### config.mk
export PLATFORM = sky130hd
export DESIGN_NAME = coin_acceptor
export DESIGN_NICKNAME = d
export VERILOG_FILES = /design/src/rtl/coin_acceptor_pkg.sv /design/src/rtl/coin_acceptor_sync_2ff.sv /design/src/rtl/coin_acceptor.sv
export SDC_FILE = /design/constraint.sdc
export NUM_CORES = 1
export LEC_CHECK = 0
export BUFFER_PORTS_ARGS = -buffer_cell sky130_fd_sc_hd__buf_4
export CAP_MARGIN = 0
export CORE_ASPECT_RATIO = 1.5
export CORE_MARGIN = 2
export CORE_UTILIZATION = 30
export DETAILED_ROUTE_END_ITERATION = 12
export HOLD_SLACK_MARGIN = 0.15
export PLACE_DENSITY = 0.54
export SLEW_MARGIN = 20
export SYNTH_ARGS = -nofsm -noshare
export SYNTH_HDL_FRONTEND = slang
export SYNTH_SLANG_ARGS = --single-unit
### constraint.sdc
create_clock -name clk -period 2.4 [get_ports clk]
set_clock_uncertainty 0.2 [all_clocks]
set_input_delay 0.12 -clock clk [delete_from_list [all_inputs] [get_ports clk]]
set_output_delay 0.12 -clock clk [all_outputs]
set_load 0.1 [all_outputs]
### src/rtl/coin_acceptor_pkg.sv
// Vending package shared by the coin acceptor and the vending FSM:
// state encodings, coin channels and default timing parameters.
package coin_acceptor_pkg;

  typedef enum logic [1:0] {
    IDLE         = 2'd0,
    DEBOUNCE     = 2'd1,
    EMIT         = 2'd2,
    WAIT_RELEASE = 2'd3
  } acc_state_t;

  typedef enum logic [1:0] {
    NICKEL  = 2'd0,
    DIME    = 2'd1,
    QUARTER = 2'd2
  } coin_t;

  localparam int unsigned DEBOUNCE_CYCLES_DEF = 4;
  localparam int unsigned RELEASE_CYCLES_DEF  = 2;
  localparam logic [7:0]  COIN_COUNT_MAX      = 8'd255;

  function automatic logic [1:0] ones_count(input logic [2:0] v);
    return {1'b0, v[0]} + {1'b0, v[1]} + {1'b0, v[2]};
  endfunction

endpackage

### src/rtl/coin_acceptor_sync_2ff.sv
// Two-flop synchronizer for one asynchronous coin-sensor level.
module sync_2ff (
  input  logic clk,
  input  logic rst,
  input  logic d,
  output logic q
);

  logic meta_r;
  logic sync_r;

  // Two-stage capture of the asynchronous level.
  always_ff @(posedge clk) begin
    if (rst) begin
      meta_r <= 1'b0;
      sync_r <= 1'b0;
    end else begin
      meta_r <= d;
      sync_r <= meta_r;
    end
  end

  assign q = sync_r;

endmodule

### src/rtl/coin_acceptor.sv
// Coin acceptor: synchronizes and debounces three coin sensors, issues one
// qualified pulse per coin (or a reject pulse) and keeps a saturating count.
module coin_acceptor
  import coin_acceptor_pkg::*;
#(
  parameter int unsigned DEBOUNCE_CYCLES = DEBOUNCE_CYCLES_DEF,
  parameter int unsigned RELEASE_CYCLES  = RELEASE_CYCLES_DEF
) (
  input  logic       clk,
  input  logic       rst,
  input  logic       nickel_raw,
  input  logic       dime_raw,
  input  logic       quarter_raw,
  input  logic       accept_en,
  output logic       nickel_in,
  output logic       dime_in,
  output logic       quarter_in,
  output logic       coin_reject,
  output logic [7:0] coin_count
);

  localparam logic [7:0] DEB_LIMIT = 8'(DEBOUNCE_CYCLES);
  localparam logic [7:0] REL_LIMIT = 8'(RELEASE_CYCLES - 1);

  logic s_n;
  logic s_d;
  logic s_q;

  sync_2ff u_sync_n (.clk(clk), .rst(rst), .d(nickel_raw),  .q(s_n));
  sync_2ff u_sync_d (.clk(clk), .rst(rst), .d(dime_raw),    .q(s_d));
  sync_2ff u_sync_q (.clk(clk), .rst(rst), .d(quarter_raw), .q(s_q));

  acc_state_t state_r;
  coin_t      chan_r;
  logic [7:0] cnt_r;
  logic [7:0] rel_cnt_r;
  logic [7:0] coin_count_r;
  logic       nickel_in_r;
  logic       dime_in_r;
  logic       quarter_in_r;
  logic       coin_reject_r;

  logic [2:0] synced_s;
  logic [1:0] ones_s;
  logic [2:0] chan_mask_s;
  logic       others_high_s;
  logic       chan_high_s;
  coin_t      first_chan_s;

  assign synced_s = {s_q, s_d, s_n};
  assign ones_s   = ones_count(synced_s);

  // Channel decode: which sensor bit belongs to the captured coin, and which
  // channel a lone high sensor in IDLE refers to.
  always_comb begin
    chan_mask_s  = 3'b000;
    first_chan_s = NICKEL;
    case (chan_r)
      NICKEL:  chan_mask_s = 3'b001;
      DIME:    chan_mask_s = 3'b010;
      QUARTER: chan_mask_s = 3'b100;
      default: chan_mask_s = 3'b000;
    endcase
    case (synced_s)
      3'b010:  first_chan_s = DIME;
      3'b100:  first_chan_s = QUARTER;
      default: first_chan_s = NICKEL;
    endcase
  end

  assign others_high_s = |(synced_s & ~chan_mask_s);
  assign chan_high_s   = |(synced_s & chan_mask_s);

  // Acceptor FSM with registered pulse outputs and saturating coin count.
  always_ff @(posedge clk) begin
    if (rst) begin
      state_r       <= IDLE;
      chan_r        <= NICKEL;
      cnt_r         <= 8'd0;
      rel_cnt_r     <= 8'd0;
      coin_count_r  <= 8'd0;
      nickel_in_r   <= 1'b0;
      dime_in_r     <= 1'b0;
      quarter_in_r  <= 1'b0;
      coin_reject_r <= 1'b0;
    end else begin
      nickel_in_r   <= 1'b0;
      dime_in_r     <= 1'b0;
      quarter_in_r  <= 1'b0;
      coin_reject_r <= 1'b0;
      case (state_r)
        IDLE: begin
          if (ones_s == 2'd1) begin
            chan_r  <= first_chan_s;
            cnt_r   <= 8'd1;
            state_r <= DEBOUNCE;
          end else if (ones_s >= 2'd2) begin
            coin_reject_r <= 1'b1;
            rel_cnt_r     <= 8'd0;
            state_r       <= WAIT_RELEASE;
          end else begin
            state_r <= IDLE;
          end
        end
        DEBOUNCE: begin
          // A second coin during debounce wins over a dropout: return both.
          if (others_high_s) begin
            coin_reject_r <= 1'b1;
            cnt_r         <= 8'd0;
            rel_cnt_r     <= 8'd0;
            state_r       <= WAIT_RELEASE;
          end else if (!chan_high_s) begin
            cnt_r   <= 8'd0;
            state_r <= IDLE;
          end else if (cnt_r == DEB_LIMIT) begin
            state_r <= EMIT;
          end else begin
            cnt_r <= cnt_r + 8'd1;
          end
        end
        EMIT: begin
          if (accept_en) begin
            case (chan_r)
              NICKEL:  nickel_in_r   <= 1'b1;
              DIME:    dime_in_r     <= 1'b1;
              QUARTER: quarter_in_r  <= 1'b1;
              default: coin_reject_r <= 1'b1;
            endcase
            if (coin_count_r != COIN_COUNT_MAX) begin
              coin_count_r <= coin_count_r + 8'd1;
            end else begin
              coin_count_r <= coin_count_r;
            end
          end else begin
            coin_reject_r <= 1'b1;
          end
          cnt_r     <= 8'd0;
          rel_cnt_r <= 8'd0;
          state_r   <= WAIT_RELEASE;
        end
        WAIT_RELEASE: begin
          if (|synced_s) begin
            rel_cnt_r <= 8'd0;
          end else if (rel_cnt_r == REL_LIMIT) begin
            rel_cnt_r <= 8'd0;
            state_r   <= IDLE;
          end else begin
            rel_cnt_r <= rel_cnt_r + 8'd1;
          end
        end
        default: begin
          cnt_r     <= 8'd0;
          rel_cnt_r <= 8'd0;
          state_r   <= IDLE;
        end
      endcase
    end
  end

  assign nickel_in   = nickel_in_r;
  assign dime_in     = dime_in_r;
  assign quarter_in  = quarter_in_r;
  assign coin_reject = coin_reject_r;
  assign coin_count  = coin_count_r;

endmodule

* Yosys cells after proc, flatten, opt, wreduce, memory -nomap -nowiden
Cells that the tools add are included.
W data, S select, Z words.
** Word-level totals
- Register bits :: 38
- Bits in latches :: 0
- RAM bits :: 0
- Memory bits (read-only) :: 0
- Logic and storage cells :: 88
- Memories :: 0
** Operators by class
- Add/sub/neg operators :: 5
- $mul :: 0
- Divide/modulo/power cells :: 0
- $lt $le $gt $ge :: 1
- Eq/ne operators :: 19
- Shift operators :: 0
- Multiplexer cells :: 30
- Bitwise logic cells :: 5
- Reduce and logical (&&, ||, !) cells :: 13
** Operators with widths (number)
- $mux W8 :: 9
- $pmux W8 S4 :: 1
- $add A8 B1 Y8 const B :: 3
- $pmux W8 S3 :: 1
- $reduce_or A3 Y1 :: 5
- $mux W2 :: 7
- $ne A2 B2 Y1 const B :: 6
- $reduce_and A3 Y1 :: 4
- $pmux W3 S3 :: 1
- $eq A8 B1 Y1 const B :: 1
- $eq A8 B3 Y1 const B :: 1
- $mux W1 :: 8
- $ne A4 B4 Y1 const B :: 2
- $ne A8 B8 Y1 const B :: 1
- $pmux W2 S4 :: 1
- $and A3 B3 Y3 :: 2
- $eq A2 B1 Y1 const B :: 3
- $eq A2 B2 Y1 const B :: 3
- $logic_not A2 Y1 :: 2
- $pmux W2 S2 :: 1
- $eq A3 B2 Y1 const B :: 1
- $eq A3 B3 Y1 const B :: 1
- $not A3 Y3 :: 1
- $pmux W1 S3 :: 1
- 6 further kinds :: 7

* Depth between registers and ports, before layout
Gate-level depths: netlist (run 1).
- Word-level depth :: 7
- Gate-level depth with buffers :: 7
- Depth with buffers taken out :: 7

* Modules after synthesis
Synthesis (run 1) repeated with hierarchy kept, for this count alone.
** Second synthesis, totals
- Cells, all modules :: 220
- Area total of the unflattened synthesis :: 1976.9 µm²
** By module, submodules not included
- coin_acceptor :: instances 1, cells each 208, area an instance 1819.2 µm², sequential area each 640.6 µm²
- sync_2ff :: instances 3, cells each 4, area an instance 52.6 µm², sequential area each 40.0 µm²

* Worst setup path before layout (run 1)
No wires, ideal clock.
- Path kind :: reg2reg
- From :: reg coin_count_r[2] (netlist: coin_count[2])
- To :: reg coin_count_r[7] (netlist: coin_count[7])
- Setup time :: 128 ps
- Arrival time :: 2093 ps
- Required time :: 2072 ps
- Slack :: -21 ps
- Stages on the path, launching flop included :: 6
- Path buffers :: 0
- Clock period less this slack :: 2421 ps
- Path through :: dfxtp_1 > nand3_1 > nor4b_1 > and3_1 > xnor2_1 > nor2_1
** Between the ends
- Cells in the longest elaborated chain, start to end :: 2
- Elaborated cells between the ends (all ways) :: 3
** Ends and longest elaborated chain
- start, declared :: line coin_acceptor.sv:37 : logic [7:0] coin_count_r;
- start signal, assigned :: line coin_acceptor.sv:130 : coin_count_r <= coin_count_r + 8'd1;
- start signal, assigned :: line coin_acceptor.sv:132 : coin_count_r <= coin_count_r;
- parallel branches: the longest is 2 deep, another holds $add A8 B1 Y8
Several ways; the timed one is not identified.
A chain may end at the register's enable or synchronous reset.

* Worst setup path in the final report (run 1)
- From :: reg u_sync_n.sync_r (netlist: u_sync_n.q)
- To :: reg cnt_r[5]
** Between the ends
- Cells in the longest elaborated chain, start to end :: 5
- Elaborated cells between the ends (all ways) :: 13
** Ends and longest elaborated chain
- start, declared :: line coin_acceptor_sync_2ff.sv:10 : logic sync_r;
- start signal, assigned :: line coin_acceptor_sync_2ff.sv:19 : sync_r <= meta_r;
- $add A1 B1 Y2 / $and A3 B3 Y3 (equally long branches) :: line coin_acceptor_pkg.sv:23, coin_acceptor.sv:72
- $add A2 B1 Y2 / $reduce_or A3 Y1 (equally long branches) :: line coin_acceptor_pkg.sv:23, coin_acceptor.sv:72
- $eq A2 B1 Y1 / $mux W8 (equally long branches) :: line coin_acceptor.sv:93, coin_acceptor.sv:112
- $ne A2 B2 Y1 (no line) / $mux W8 (equally long branches)
- $reduce_and A3 Y1 (no line) / $pmux W8 S3 (equally long branches)
- end signal, assigned :: line coin_acceptor.sv:118 : cnt_r <= cnt_r + 8'd1;
- end, declared :: line coin_acceptor.sv:35 : logic [7:0] cnt_r;
Several ways; a longest one is shown, not always the timed one.

==> results of run 1 <==
==> routing by layer <==
layer / track usage [%] / up-vias / part of all wire (%)
met2: 23.0 / 21 / 53
met4: 5.39 / 0 / 2.3
li1: - / 876 / -
met3: 2.71 / 7 / 1.8
met1: 14.2 / 773 / 43
met5: 0 / - / 0
==> final timing paths <==
path,from,endpoint,slack [ns],cells after the start
min reg2reg,u_sync_q.meta_r,u_sync_q.q,0.24,1
max reg2reg,u_sync_n.q,cnt_r[5],0.21,6
max,u_sync_n.q,cnt_r[5],0.21,6
min,u_sync_q.meta_r,u_sync_q.q,0.24,1
==> flip-flops by register name, summed over array words and instances, names as in the netlist <==
register         cells
cnt_r                8
coin_count           8
rel_cnt_r            8
chan_r               2
state_r              2
coin_reject          1
dime_in              1
nickel_in            1
quarter_in           1
u_sync_d.meta_r      1
u_sync_d.q           1
u_sync_n.meta_r      1
u_sync_n.q           1
u_sync_q.meta_r      1
u_sync_q.q           1
==> where the power goes <==
part / leakage, µW / switching, µW / internal [µW]
combinational: 0.000584 / 140 / 100
clock: 0.0000714 / 227 / 443
sequential: 0.000309 / 19.5 / 650
==> metrics by stage <==
| step | power, µW | instance area [µm²] | hold WS, ns | cells |
|---|---|---|---|---|
| detailed placement | 917 | 2280 | 0.134 | 320 |
| global placement | 914 | 2280 | 0.132 | 320 |
| global route | 1670 | 2520 | 0.257 | 337 |
| finish | 1580 | 2520 | 0.236 | 337 |
| floorplan | 841 | 2010 | 0.0482 | 222 |
| CTS | 1600 | 2520 | 0.238 | 337 |
==> cell type report <==
class,instances,area share [%]
clock buffer,6,3.28
multi-input combinational,169,47.1
tap,76,3.78
sequential,38,30.3
timing repair buffer,36,11.6
clock inverter,2,2.39
inverter,10,1.49
==> cell families (layout without fill, tap and decap cells) <==
| family | Yosys count | count (layout) | share of synthesized area [%] |
|---|---|---|---|
| mux | 2 | 2 | 0.998 |
| compound gates | 52 | 52 | 20.0 |
| simple gates | 90 | 90 | 24.6 |
| buf+inv | 15 | 54 | 2.99 |
| fa+ha+maj | 12 | 12 | 7.86 |
| xor+xnor | 13 | 13 | 5.67 |
| flops | 38 | 38 | 37.9 |
==> what timing repair did <==
item	CTS	global route
endpoints found under the setup margin	0	3
hold buffers	9	0
endpoints found under the hold margin	26	0
setup buffers	0	0
resized for setup	0	0
==> worst max-delay path, stage by stage (launching register included) <==
cell       delay, ns
dfxtp_1         0.33
fa_1            0.61
nand2b_1        0.09
a21o_1          0.22
a2111oi_4       0.29
a21oi_1         0.12
a311oi_1        0.25
==> cells in the mapped netlist, types with 2 or more instances <==
library cell / count / area share [%]
xnor2_1: 11 / 4.8
a2111oi_2: 2 / 1.5
nand3_1: 9 / 2.2
a21oi_1: 16 / 4.0
a32o_1: 2 / 1.0
ha_1: 11 / 6.9
a211o_1: 3 / 1.3
and3_1: 5 / 1.6
nand2b_1: 3 / 0.94
clkbuf_1: 4 / 0.75
mux2i_1: 2 / 1.0
o31ai_1: 2 / 0.75
inv_1: 10 / 1.9
a21o_1: 2 / 0.75
a311oi_1: 3 / 1.3
nor4b_1: 6 / 2.6
xor2_1: 2 / 0.87
nor2b_1: 7 / 2.2
o211ai_1: 2 / 0.75
a211oi_1: 2 / 0.75
nand2_1: 15 / 2.8
o21ai_0: 5 / 1.2
nor3_1: 5 / 1.2
nor2_1: 26 / 4.9
o21a_1: 2 / 0.75
nand4_1: 4 / 1.2
dfxtp_1: 38 / 38
==> results.tsv, run 1 <==
stage	metric	value	unit
clock_network	CTS Buffer Depth	2	
power	peak supply drop	0.000305	V
setup_path	worst-path fanout max	4	
route	wire per inst	12.9	µm
sta	Tmin final	2.19	ns
floorplan	full die area	0.00737	mm²
clock_network	Sink Count	38	
synth	Seq/Total Area, Yosys	37.9	%
route	Vias	1677	
synth	Synth Register Bits	38	
placement	PortBufs	17	
synth	Net Count, Synth	240	
sta	Final Setup Violations	0	
floorplan	die height	104	µm
setup_path	CP Launch Type	register	
outcome	status	finished, final reports clean	
global_route	largest net degree at the start of global routing	32	
layout	nets@finish	278	
layout	commonest non-fill, non-tap cell in the layout	dfxtp_1	
clock_network	CTS root buf	clkbuf_8	
layout	post-layout util	38.8	%
route	Initial DRC Count	68	
route	drt first pass iters	4	
min_path	Hold WC Path Type	register to register	
sta	Worst Slack Setup Final	0.214	ns
synth	ys async rst share	0	%
synth	top_reg_cell synth	dfxtp_1	
layout	share of layout cells above drive strength 1	17.2	%
sta	Slew Viols, Final	0	
clock_network	clk_lat worst skew	0.29	ns
setup_path	Critical Path RT	2.40	ns
synth	Post-Syn Area	0.00201	mm²
route	Residual DRC	0	
sta	Fin Setup TNS	0	ns
floorplan	Die W	70.8	µm
sta	Fmax	457	MHz
layout	commonest non-fill, non-tap cells in the layout	dfxtp_1, buf_4, nor2_1, a21oi_1, nand2_1	
clock_network	H-tree depth	2	
global_route	grt ovf	0	
layout	# diodes	0	
floorplan	core area	0.00649	mm²
sta	Tcrit/Tclk final	91.1	%
power	Leakage Power	0.000965	µW
setup_path	endpoint type of the worst setup path	register	
clock_network	clk slew on worst S/H paths	0.08	ns
placement	GPL Wtd Cong	0.767	
route	final wirelength	4.36	mm
run	max-cap check violation count	0	
sta	Max-Slew Margin vs Limit	69.4	%
sta	RSZ-0062 raised after global routing	false	
sta	Worst-Margin Slew	0.453	ns
route	DRT antenna net count	0	
placement	hpwl dp	3.14	mm
floorplan	initial core utilization	30.9	%
setup_path	Worst Path Arrival	2.19	ns
synth	YS warnings	0	
layout	register area	762	µm²
global_route	GRT Total Usage	12.8	%
clock_network	CTS tree	built	
layout	multi-input logic area	0.00119	mm²
global_route	vias in the first global route	1672	
synth	post-synthesis cell type count	50	
clock_network	cts bufs inserted	5	
layout	Fillers	707	
floorplan	# rows	36	
synth	syn_area_per_cell	9.04	µm²
setup_path	Setup CP Type	register to register	
global_route	first-pass GRT wire length	7.69	mm
power	Pwr Density	628	mW/mm²
route	DR vias/cell	4.98	
synth	Post-synth EDFFs	0	
layout	Area Growth Syn to Fin	25.4	%
sta	Final Hold Viols	0	
synth	synthesized instance count	222	
floorplan	IO Pins	18	
placement	Setup WS pre-CTS	0.124	ns
global_route	antenna violations before repair	0	
Power figures use the tool's default switching activity.
==> inputs of run 2 (changes only) <==
--- a/config.mk
+++ b/config.mk
@@ -7,12 +7,14 @@
 export LEC_CHECK = 0
 export BUFFER_PORTS_ARGS = -buffer_cell sky130_fd_sc_hd__buf_4
 export CAP_MARGIN = 0
+export CELL_PAD_IN_SITES_DETAIL_PLACEMENT = 1
+export CELL_PAD_IN_SITES_GLOBAL_PLACEMENT = 1
 export CORE_ASPECT_RATIO = 1.5
 export CORE_MARGIN = 2
 export CORE_UTILIZATION = 30
 export DETAILED_ROUTE_END_ITERATION = 12
 export HOLD_SLACK_MARGIN = 0.15
-export PLACE_DENSITY = 0.54
+export PLACE_DENSITY = 0.64
 export SLEW_MARGIN = 20
 export SYNTH_ARGS = -nofsm -noshare
 export SYNTH_HDL_FRONTEND = slang
==> run 2 against run 1 <==
Effect of this change:
- global-route usage is 1.5 points higher
- first-iteration DRC count decreased by 19%
- utilization shrank 0.77 points
- register-to-register slack barely moved
- flip-flop and latch count unchanged
- power down 12%
- critical path depth unchanged
- routed wire length increased by 13%
- non-clock buffer count did not move
- sequential power is essentially flat
- largest cell class unchanged
- largest power group is now sequential cells
- highest routed layer unchanged
==> results.tsv, run 2 (synthesis gave the netlist of run 1 again) <==
stage	metric	value	unit	change
sta	worst hold slack	0.246	ns	+0.00948 ns
sta	Final Setup Violations	0		unchanged
global_route	vias in the first global route	1733		+3.6%
setup_path	Critical Path RT	2.39	ns	about the same
clock_network	CTS Buffer Depth	2		unchanged
layout	# diodes	0		unchanged
route	drt first pass iters	4		unchanged
setup_path	Worst Path Arrival	2.17	ns	-0.02 ns
setup_path	Setup CP Type	register to register		
sta	Tcrit/Tclk final	90.5	%	-0.59 points
layout	post-layout instance area	0.00247	mm²	-2.0%
route	DRT antenna net count	0		unchanged
setup_path	CP top delay family	compound AO/OA/AOI/OAI gates		
clock_network	cts bufs inserted	5		unchanged
layout	commonest non-fill, non-tap cells in the layout	dfxtp_1, buf_4, nor2_1, a21oi_1, nand2_1		
setup_path	CP Cell Sequence	buf_4 > and3b_1 > o211ai_2 > a21oi_1 > a211o_1 > a32o_1		
power	peak supply drop	0.000227	V	-26%
power	Pwr Density	562	mW/mm²	-11%
global_route	GRT Total Usage	14.3	%	+1.5 points
run	max-cap check violation count	0		unchanged
placement	hpwl dp	3.58	mm	+14%
clock_network	post-CTS sizing	0		unchanged
global_route	antenna violations before repair	0		unchanged
setup_path	CP Launch Type	register		
clock_network	CTS root buf	clkbuf_8		
floorplan	Die W	70.8	µm	unchanged
placement	GPL Wtd Cong	0.743		-3.2%
clock_network	H-tree depth	2		unchanged
global_route	grt ovf	0		unchanged
min_path	Hold WC Path Type	register to register		
sta	Worst Slack Setup Final	0.228	ns	+0.0141 ns
clock_network	clk_lat worst skew	0.30	ns	about the same
route	Residual DRC	0		unchanged
sta	RSZ-0062 raised after global routing	false		
setup_path	worst-path fanout max	8		+4
outcome	status	finished, final reports clean		
floorplan	initial core utilization	30.9	%	unchanged
global_route	largest net degree at the start of global routing	32		unchanged
power	Tot Pwr	1390	µW	-12%
setup_path	CP max-delay cell	dfxtp_1		
floorplan	full die area	0.00737	mm²	unchanged
layout	Area Growth Syn to Fin	22.9	%	
layout	share of layout cells above drive strength 1	17.6	%	+0.38 points
floorplan	# rows	36		unchanged
setup_path	endpoint type of the worst setup path	register		
global_route	first-pass GRT wire length	8.54	mm	+11%
sta	Slew Viols, Final	0		unchanged
placement	PortBufs	17		unchanged
placement	Setup WS pre-CTS	0.108	ns	-0.0167 ns
route	wire per inst	14.6	µm	+13%
floorplan	die height	104	µm	unchanged
setup_path	WP buf/inv	1		+1
route	DR vias/cell	5.26		+5.7%
sta	Fin Setup TNS	0	ns	unchanged
clock_network	CTS tree	built		
route	final wirelength	4.91	mm	+13%
placement	placed instance area	0.00229	mm²	+0.33%
floorplan	core area	0.00649	mm²	unchanged
sta	Fmax	460	MHz	+0.65%
layout	nets@finish	278		unchanged
clock_network	Sink Count	38		unchanged
setup_path	critical path's largest stage delay	0.36	ns	-0.25 ns
sta	Worst-Margin Slew	0.497	ns	+0.0444 ns
layout	commonest non-fill, non-tap cell in the layout	dfxtp_1		
sta	Tmin final	2.17	ns	-0.0141 ns
route	Vias	1772		+5.7%
clock_network	clk slew on worst S/H paths	0.08	ns	about the same
route	Initial DRC Count	55		-19%
power	Leakage Power	0.000938	µW	-2.7%
sta	Final Hold Viols	0		unchanged
floorplan	IO Pins	18		unchanged
sta	Max-Slew Margin vs Limit	66.8	%	-2.5 points
-- run 2: through the flow --
step                      std cells  utilization (%)
after floorplan                 222                -
final                           337             38.0
after CTS                       337             38.0
after detailed placement        321             35.3
after global routing            337             38.0
after global placement          321             35.3
-- run 2: final timing paths --
path                                      start    endpoint  slack [ns]  depth (start not counted)
worst min-delay path            u_sync_d.meta_r  u_sync_d.q        0.25                          1
worst max-delay path                 u_sync_n.q    cnt_r[2]        0.23                          6
worst max register to register       u_sync_n.q    cnt_r[2]        0.23                          6
worst min register to register  u_sync_d.meta_r  u_sync_d.q        0.25                          1
-- run 2: per-layer routing --
layer	wire [µm]	vias up	global-route usage, %
met5	0	-	0
li1	-	873	-
met4	51	0	4.31
met1	2050	879	16.2
met2	2700	15	26.2
met3	97	5	3.20
-- run 2: final cells by class --
cell class              count  area [µm²]
fillers                   769        4020
multi-input cells         169        1190
flip-flops and latches     38         762
repair buffers             36         290
well taps                  76        95.1
clock buffers               6        82.6
inverters                  10        37.5
clock inverters             2        12.5
-- run 2: where the power goes --
part	internal [µW]	total (µW)	switching, µW
registers	650	669	19.8
clock network	231	468	237
logic	102	249	147
-- run 2: what timing repair did --
action	4_1_cts	5_1_grt
hold buffers	8	0
setup endpoints to repair	0	2
hold endpoints to repair	26	0
setup buffers	0	0
